[config.mk]
export PLATFORM = sky130hd
export DESIGN_NAME = hc595_chain_rx
export DESIGN_NICKNAME = d
export VERILOG_FILES = /design/src/rtl/hc595_chain_rx.sv
export SDC_FILE = /design/constraint.sdc
export NUM_CORES = 1
export LEC_CHECK = 0
export CAP_MARGIN = 20
export CORE_MARGIN = 5
export CORE_UTILIZATION = 55
export CTS_CLUSTER_DIAMETER = 120
export CTS_CLUSTER_SIZE = 24
export DETAILED_ROUTE_END_ITERATION = 16
export GPL_TIMING_DRIVEN = 0
export HOLD_SLACK_MARGIN = 0.03
export PLACE_DENSITY_LB_ADDON = 0.1
export SYNTH_ARGS = -nofsm -noshare
export SYNTH_HDL_FRONTEND = slang
export SYNTH_SLANG_ARGS = --single-unit
[constraint.sdc]
create_clock -name clk -period 3.2 [get_ports clk]
set_clock_uncertainty 0.2 [all_clocks]
set_input_delay 0.96 -clock clk [delete_from_list [all_inputs] [get_ports clk]]
set_output_delay 0.96 -clock clk [all_outputs]
set_load 0.02 [all_outputs]
[src/rtl/hc595_chain_rx.sv]
`default_nettype none
// ============================================================================
//  Module      : hc595_chain_rx
//  Description : Receive-side decoder for a six-lane 74HC595 LED drive bus.
//                It synchronizes shcp/stcp/ds0..ds5 into clk and shifts each
//                lane into a per-lane shift register on shcp rises. On stcp
//                rises it latches the shift registers into the LED vector.
//                Optional feature macro: HC595_RX_BITCHK_EN. When it is
//                defined, the shift count per latch is checked against
//                LANE_BITS.
//  Revision    : 1.0 - initial release
// ============================================================================
module hc595_chain_rx #(
  parameter int LANE_BITS   = 8,
  parameter int LED_NUM     = 40,
  parameter int SYNC_STAGES = 2
) (
  input  logic               clk,
  input  logic               rstn,
  input  logic               shcp,
  input  logic               stcp,
  input  logic               ds0,
  input  logic               ds1,
  input  logic               ds2,
  input  logic               ds3,
  input  logic               ds4,
  input  logic               ds5,
  output logic [LED_NUM-1:0] led_state,
  output logic               led_valid,
  output logic [15:0]        frame_cnt,
  output logic               err_bitcnt
);

  localparam int c_lanes = 6;
  localparam int c_bus_w = c_lanes + 2;
  localparam int c_sr_w  = c_lanes * LANE_BITS;
  localparam int c_arm_w = $clog2(SYNC_STAGES + 2);
  localparam logic [c_arm_w-1:0] c_arm_done = c_arm_w'(SYNC_STAGES + 1);

  // Bus bundle: data lanes in the low bits, strobes on top, so all eight
  // inputs travel through one identical synchronizer chain.
  logic [c_bus_w-1:0] w_bus;
  assign w_bus = {stcp, shcp, ds5, ds4, ds3, ds2, ds1, ds0};

  logic [c_bus_w-1:0] r_sync [SYNC_STAGES];
  logic [c_bus_w-1:0] w_sync;
  logic [c_lanes-1:0] w_ds_sync;
  logic               w_shcp_sync;
  logic               w_stcp_sync;

  // Synchronizer chain for the whole bus.
  always_ff @(posedge clk or negedge rstn) begin
    if (!rstn) begin
      for (int i = 0; i < SYNC_STAGES; i++) begin
        r_sync[i] <= '0;
      end
    end else begin
      r_sync[0] <= w_bus;
      for (int i = 1; i < SYNC_STAGES; i++) begin
        r_sync[i] <= r_sync[i-1];
      end
    end
  end

  assign w_sync      = r_sync[SYNC_STAGES-1];
  assign w_ds_sync   = w_sync[c_lanes-1:0];
  assign w_shcp_sync = w_sync[c_lanes];
  assign w_stcp_sync = w_sync[c_lanes+1];

  logic [c_arm_w-1:0] r_arm_cnt;
  logic               w_armed;

  // Arming counter: edges are ignored until the sync chain and the previous
  // value flops hold real bus state, so a bus already high at reset release
  // is not mistaken for a rise.
  always_ff @(posedge clk or negedge rstn) begin
    if (!rstn) begin
      r_arm_cnt <= '0;
    end else if (r_arm_cnt != c_arm_done) begin
      r_arm_cnt <= r_arm_cnt + 1'b1;
    end
  end

  assign w_armed = (r_arm_cnt == c_arm_done);

  logic               r_shcp_prev;
  logic               r_stcp_prev;
  logic               r_shcp_rise;
  logic               r_stcp_rise;
  logic [c_lanes-1:0] r_ds_d;

  // Rise detection; data is delayed alongside so it stays aligned with the
  // registered shcp rise.
  always_ff @(posedge clk or negedge rstn) begin
    if (!rstn) begin
      r_shcp_prev <= 1'b0;
      r_stcp_prev <= 1'b0;
      r_shcp_rise <= 1'b0;
      r_stcp_rise <= 1'b0;
      r_ds_d      <= '0;
    end else begin
      r_shcp_prev <= w_shcp_sync;
      r_stcp_prev <= w_stcp_sync;
      r_shcp_rise <= w_armed & w_shcp_sync & ~r_shcp_prev;
      r_stcp_rise <= w_armed & w_stcp_sync & ~r_stcp_prev;
      r_ds_d      <= w_ds_sync;
    end
  end

  logic [LANE_BITS-1:0] r_sr [c_lanes];
  logic [c_sr_w-1:0]    w_sr_flat;

  // Per-lane shift registers, MSB-first: the first bit shifted ends at the top.
  always_ff @(posedge clk or negedge rstn) begin
    if (!rstn) begin
      for (int k = 0; k < c_lanes; k++) begin
        r_sr[k] <= '0;
      end
    end else if (r_shcp_rise) begin
      for (int k = 0; k < c_lanes; k++) begin
        r_sr[k] <= {r_sr[k][LANE_BITS-2:0], r_ds_d[k]};
      end
    end
  end

  for (genvar k = 0; k < c_lanes; k++) begin : g_sr_flat
    assign w_sr_flat[k*LANE_BITS +: LANE_BITS] = r_sr[k];
  end

  // Bits beyond LED_NUM are never latched.
  logic w_unused_sr;
  assign w_unused_sr = ^w_sr_flat;

  logic [LED_NUM-1:0] r_led;
  logic               r_valid;
  logic [15:0]        r_frame_cnt;

  // Storage register: a same-cycle shift and latch sees the pre-shift
  // content, exactly as the 74HC595 does.
  always_ff @(posedge clk or negedge rstn) begin
    if (!rstn) begin
      r_led       <= '0;
      r_valid     <= 1'b0;
      r_frame_cnt <= '0;
    end else begin
      r_valid <= r_stcp_rise;
      if (r_stcp_rise) begin
        r_led       <= w_sr_flat[LED_NUM-1:0];
        r_frame_cnt <= r_frame_cnt + 16'd1;
      end
    end
  end

  assign led_state = r_led;
  assign led_valid = r_valid;
  assign frame_cnt = r_frame_cnt;

`ifdef HC595_RX_BITCHK_EN
  localparam logic [7:0] c_lane_bits = 8'(LANE_BITS);

  logic [7:0] r_shift_cnt;
  logic       r_err;

  // Shift counter since the last latch; a coincident shift is the first bit
  // of the next frame, so the count restarts at 1.
  always_ff @(posedge clk or negedge rstn) begin
    if (!rstn) begin
      r_shift_cnt <= '0;
      r_err       <= 1'b0;
    end else begin
      r_err <= 1'b0;
      if (r_stcp_rise) begin
        r_err       <= (r_shift_cnt != c_lane_bits);
        r_shift_cnt <= r_shcp_rise ? 8'd1 : 8'd0;
      end else if (r_shcp_rise && (r_shift_cnt != 8'hFF)) begin
        r_shift_cnt <= r_shift_cnt + 8'd1;
      end
    end
  end

  assign err_bitcnt = r_err;
`else
  assign err_bitcnt = 1'b0;
`endif

endmodule
`default_nettype wire
# Word-level counts from Yosys, hierarchy flattened

Cells that the tools add are included.
Widths: inputs -> output; s select.

Input bits: 10
Word-level logic and storage cells: 26
Bits in registers: 124

$add $sub $neg: 2
Bitwise logic cells: 6
Equality and inequality tests: 2

Operators with widths:

| operator              | count |
|---|---|
| $add 16x1->16 const B | 1 |
| $and 1x1->1           | 4 |
| $add 2x1->2 const B   | 1 |
| $eq 2x2->1 const B    | 1 |
| $ne 2x2->1 const B    | 1 |
| $not 1->1             | 2 |

# Longest topological paths before layout

Word-level depth: 3
Mapped depth: 5
Depth with buffers taken out: 4

# Worst setup path after synthesis

No wires, ideal clock.

Kind: register -> output
Start point: register r_frame_cnt[0], in the netlist frame_cnt[0]
End point: output frame_cnt[0]
Data required time: 2.040 ns
Arrival time: 0.497 ns
Stages on the path, launching flop included: 1
Path buffers: 0
Setup slack: 1.543 ns
Cell sequence: dfrtp_1

RTL lines:

| what                   | line | text |
|---|---|---|
| from (decl)            | 136  | `logic [15:0] r_frame_cnt;` |
| from (signal assigned) | 149  | `r_frame_cnt <= r_frame_cnt + 16'd1;` |
| to (decl)              | 30   | `output logic [15:0] frame_cnt,` |

No word-level cell between the ends.

# Worst setup path after layout

Start point: register r_frame_cnt[0], in the netlist frame_cnt[0]
End point: output frame_cnt[0]

No word-level cell between the ends.

==> impl_metrics.csv <==
group,metric,value,unit
run_status,status,"complete, no violations",
critical_path,start_kind,"flip-flop",
floorplan,die_w,99.2,µm
critical_path,cp_num_cells,1,
cts,cts_sinks,122,
floorplan,initial_utilization,56.7,%
critical_path,regToRegEndpoint,"frame_cnt[12]",
logic_synthesis,synth_top_area_cell,"dfrtp_1",
placement,numPortBuffers,65,
critical_path,critPathRequiredTime,2.04,ns
logic_synthesis,yosysWarnings,0,
global_route,overflow,0,
cts,clkTransAtPathRegs,0.06,ns
sta,setup_viol,0,
cts,cts_tree,"yes",
route,drtPass1Iterations,4,
cts,cts_buffers,17,
logic_synthesis,avgSynthCellArea,16.5,µm²
flow_run,cap_viol_max_count,0,
global_route,grt_pass1_wl,12.9,mm
route,avgRoutedWirePerCell,15.6,µm
critical_path,crit_slowest_cell,"clkdlybuf4s50_1",
critical_path,ff2ff_setup_slack,1.54,ns
cts,clk_latency,0.51,ns
floorplan,rows,32,
final_layout,finalNonFillerCells,466,
power_and_ir_drop,peakVddDrop,0.000576,V
logic_synthesis,syn-num-nets,278,
route,drc_errors,0,
final_layout,n_fill_cell,463,
route,wl,7.26,mm
sta,setup_ws,0.440,ns
final_layout,antenna_cells,0,
route,drt_iter0_drc,84,
sta,tightest_slew,0.606,ns
sta,max_freq,362,MHz
route,ant_nets,0,
logic_synthesis,syn-cell-area,4380,µm²
global_route,grt_max_degree,106,
cts,hold_buffers,0,
floorplan,core_area,7730,µm²
placement,dp.cells,434,
placement,globalplace.congestion,0.749,
floorplan,io_pins,68,
worst_hold_path,hold_path.class,"primary input to asynchronous set/reset pin",
final_layout,drive_gt1_share,33.2,%
critical_path,r2r-start,"frame_cnt[0]",
cts,clk_path_buf_depth,2,
critical_path,crit_buf_inv,1,
critical_path,critPathKind,"flip-flop to output pin",
sta,fin_crit,2.76,ns
final_layout,nets,363,
power_and_ir_drop,power_density,969,nW/µm²
cts,htree_levels,4,
logic_synthesis,synthCells,266,
logic_synthesis,synthTopCellsByArea,"dfrtp_1, mux2_2, xor2_1, xnor2_1, nand4_1",
cts,postCtsSetupBuffers,0,
logic_synthesis,synth_top_cell_area_share,69.7,%
floorplan,die-area,9840,µm²
sta,rsz0062_at_grt,"false",
logic_synthesis,seq_area_frac_synth,69.7,%
global_route,grt_antenna_before_repair,0,
critical_path,path_cells,"clkdlybuf4s50_1",
power_and_ir_drop,power.leakage,2.54,nW
sta,final_max_slew_viol_count,0,
sta,hold_viol_final,0,
critical_path,cp.arrival,1.60,ns
critical_path,endpoint_kind,"output pin",
critical_path,path_delay_family,"buffers and inverters",
cts,cts_resized,0,
final_layout,areaGrowthSynthToFinish,31.8,%
global_route,grt_pass1_vias,2559,
critical_path,slowest_delay,0.65,ns
placement,place_ws,0.928,ns
global_route,grt_use_total,16.9,%
logic_synthesis,yosys.cell_types.count,20,
critical_path,cp_max_fo,6,
final_layout,finish.utilization,74.7,%
floorplan,die_y,99.2,µm
sta,fin_crit_sh,86.2,%
sta,relSlewSlack,59.6,%
route,viasPerCell,5.05,
logic_synthesis,ys_ff_latch,122,
critical_path,r2r_cells,4,
placement,dp.final_hpwl,4.63,mm
route,vias,2352,
cts,cts-root-buf,"clkbuf_8",
## layout make-up
type	instances	area [µm²]	area share, %
buffer	11	65.1	1.13
sequential	122	3050	52.9
multi-input combinational	130	1250	21.6
clock buffer	21	439	7.61
clock inverter	11	146	2.54
timing repair buffer	66	679	11.8
tap	102	128	2.21
inverter	3	11.3	0.195
## kinds of logic (layout without fill, tap and decap cells)
group	count (synthesis)	count (layout)	share of synthesized area (%)
xor+xnor	16	16	3.20
other cells	1	1	0.0857
simple gates	29	29	3.57
buf+inv	14	112	1.74
flops	122	122	69.7
mux	82	82	21.1
fa+ha+maj	2	2	0.572
## worst max-delay path by stage
stage / end / startpoint / slack [ns]
2_1_floorplan: frame_cnt[0] / frame_cnt[0] / 1.54
3_3_place_gp: led_state[29] / rstn / -3.60
3_5_place_dp: frame_cnt[0] / frame_cnt[0] / 0.93
4_1_cts: frame_cnt[0] / frame_cnt[0] / 0.39
5_1_grt: frame_cnt[9] / frame_cnt[9] / 0.36
6_report: frame_cnt[0] / frame_cnt[0] / 0.44
## power breakdown
part,internal (W),switching (W)
registers,0.00202,0.000312
logic,0.000792,0.000617
clock network,0.00120,0.000649
total,0.00401,0.00158
## registers in the layout (all words and copies together), names as in the netlist
| name | count |
|---|---|
| r_shcp_rise | 1 |
| led_valid | 1 |
| r_stcp_rise | 1 |
| r_sr | 40 |
| led_state | 40 |
| w_sync | 7 |
| r_stcp_prev | 1 |
| r_shcp_prev | 1 |
| r_sync | 7 |
| r_ds_d | 5 |
| frame_cnt | 16 |
| r_arm_cnt | 2 |
## stage by stage
step / area (µm²) / TNS [ns] / total power [W] / hold WS [ns]
2_1_floorplan: 4380 / 0 / 0.00306 / 0.131
3_3_place_gp: 5160 / -438.79 / 0.00373 / 0.133
3_5_place_dp: 5180 / 0 / 0.00378 / 0.135
4_1_cts: 5770 / 0 / 0.00566 / 0.0644
5_1_grt: 5770 / 0 / 0.00588 / 0.0729
6_report: 5770 / 0 / 0.00559 / 0.0788
## worst register-to-register path: stages, from the launching register on
cell	delay (ns)
dfrtp_1	0.46
ha_1	0.27
inv_1	0.11
nor4_1	0.38
xor2_1	0.18
## routing by layer
| layer | wire (µm) | global-route usage (%) | up-vias |
|---|---|---|---|
| li1 | - | - | 1096 |
| met1 | 3300 | 22.1 | 1198 |
| met2 | 3580 | 26.2 | 54 |
| met3 | 338 | 5.19 | 4 |
| met4 | 42 | 7.56 | 0 |
| met5 | 0 | 0 | - |
## cell usage in the layout (no fill, tap or decap), types with 3 or more instances in the layout
cell type / netlist / final
buf_1: 3 / 3
buf_2: 4 / 4
buf_6: 2 / 3
bufinv_16: 0 / 3
clkbuf_1: 1 / 4
clkbuf_16: 0 / 16
clkdlybuf4s50_1: 0 / 64
clkinv_2: 0 / 3
clkinv_4: 0 / 3
dfrtp_1: 122 / 122
inv_1: 3 / 3
mux2_2: 82 / 82
nand2_1: 7 / 7
nand4_1: 6 / 6
nor2_1: 3 / 3
nor3_1: 3 / 3
nor4_1: 6 / 6
xnor2_1: 6 / 6
xor2_1: 10 / 10
## cell usage after synthesis, drive strengths merged
cell    number
buf         10
mux2        82
conb         1
or3          1
inv          3
dfrtp      122
nor4         6
nand3        2
xnor2        6
nor3         3
xor2        10
nor2         3
nand2        7
nand4        7
ha           2
clkbuf       1
(Power assumes the default switching activity.)
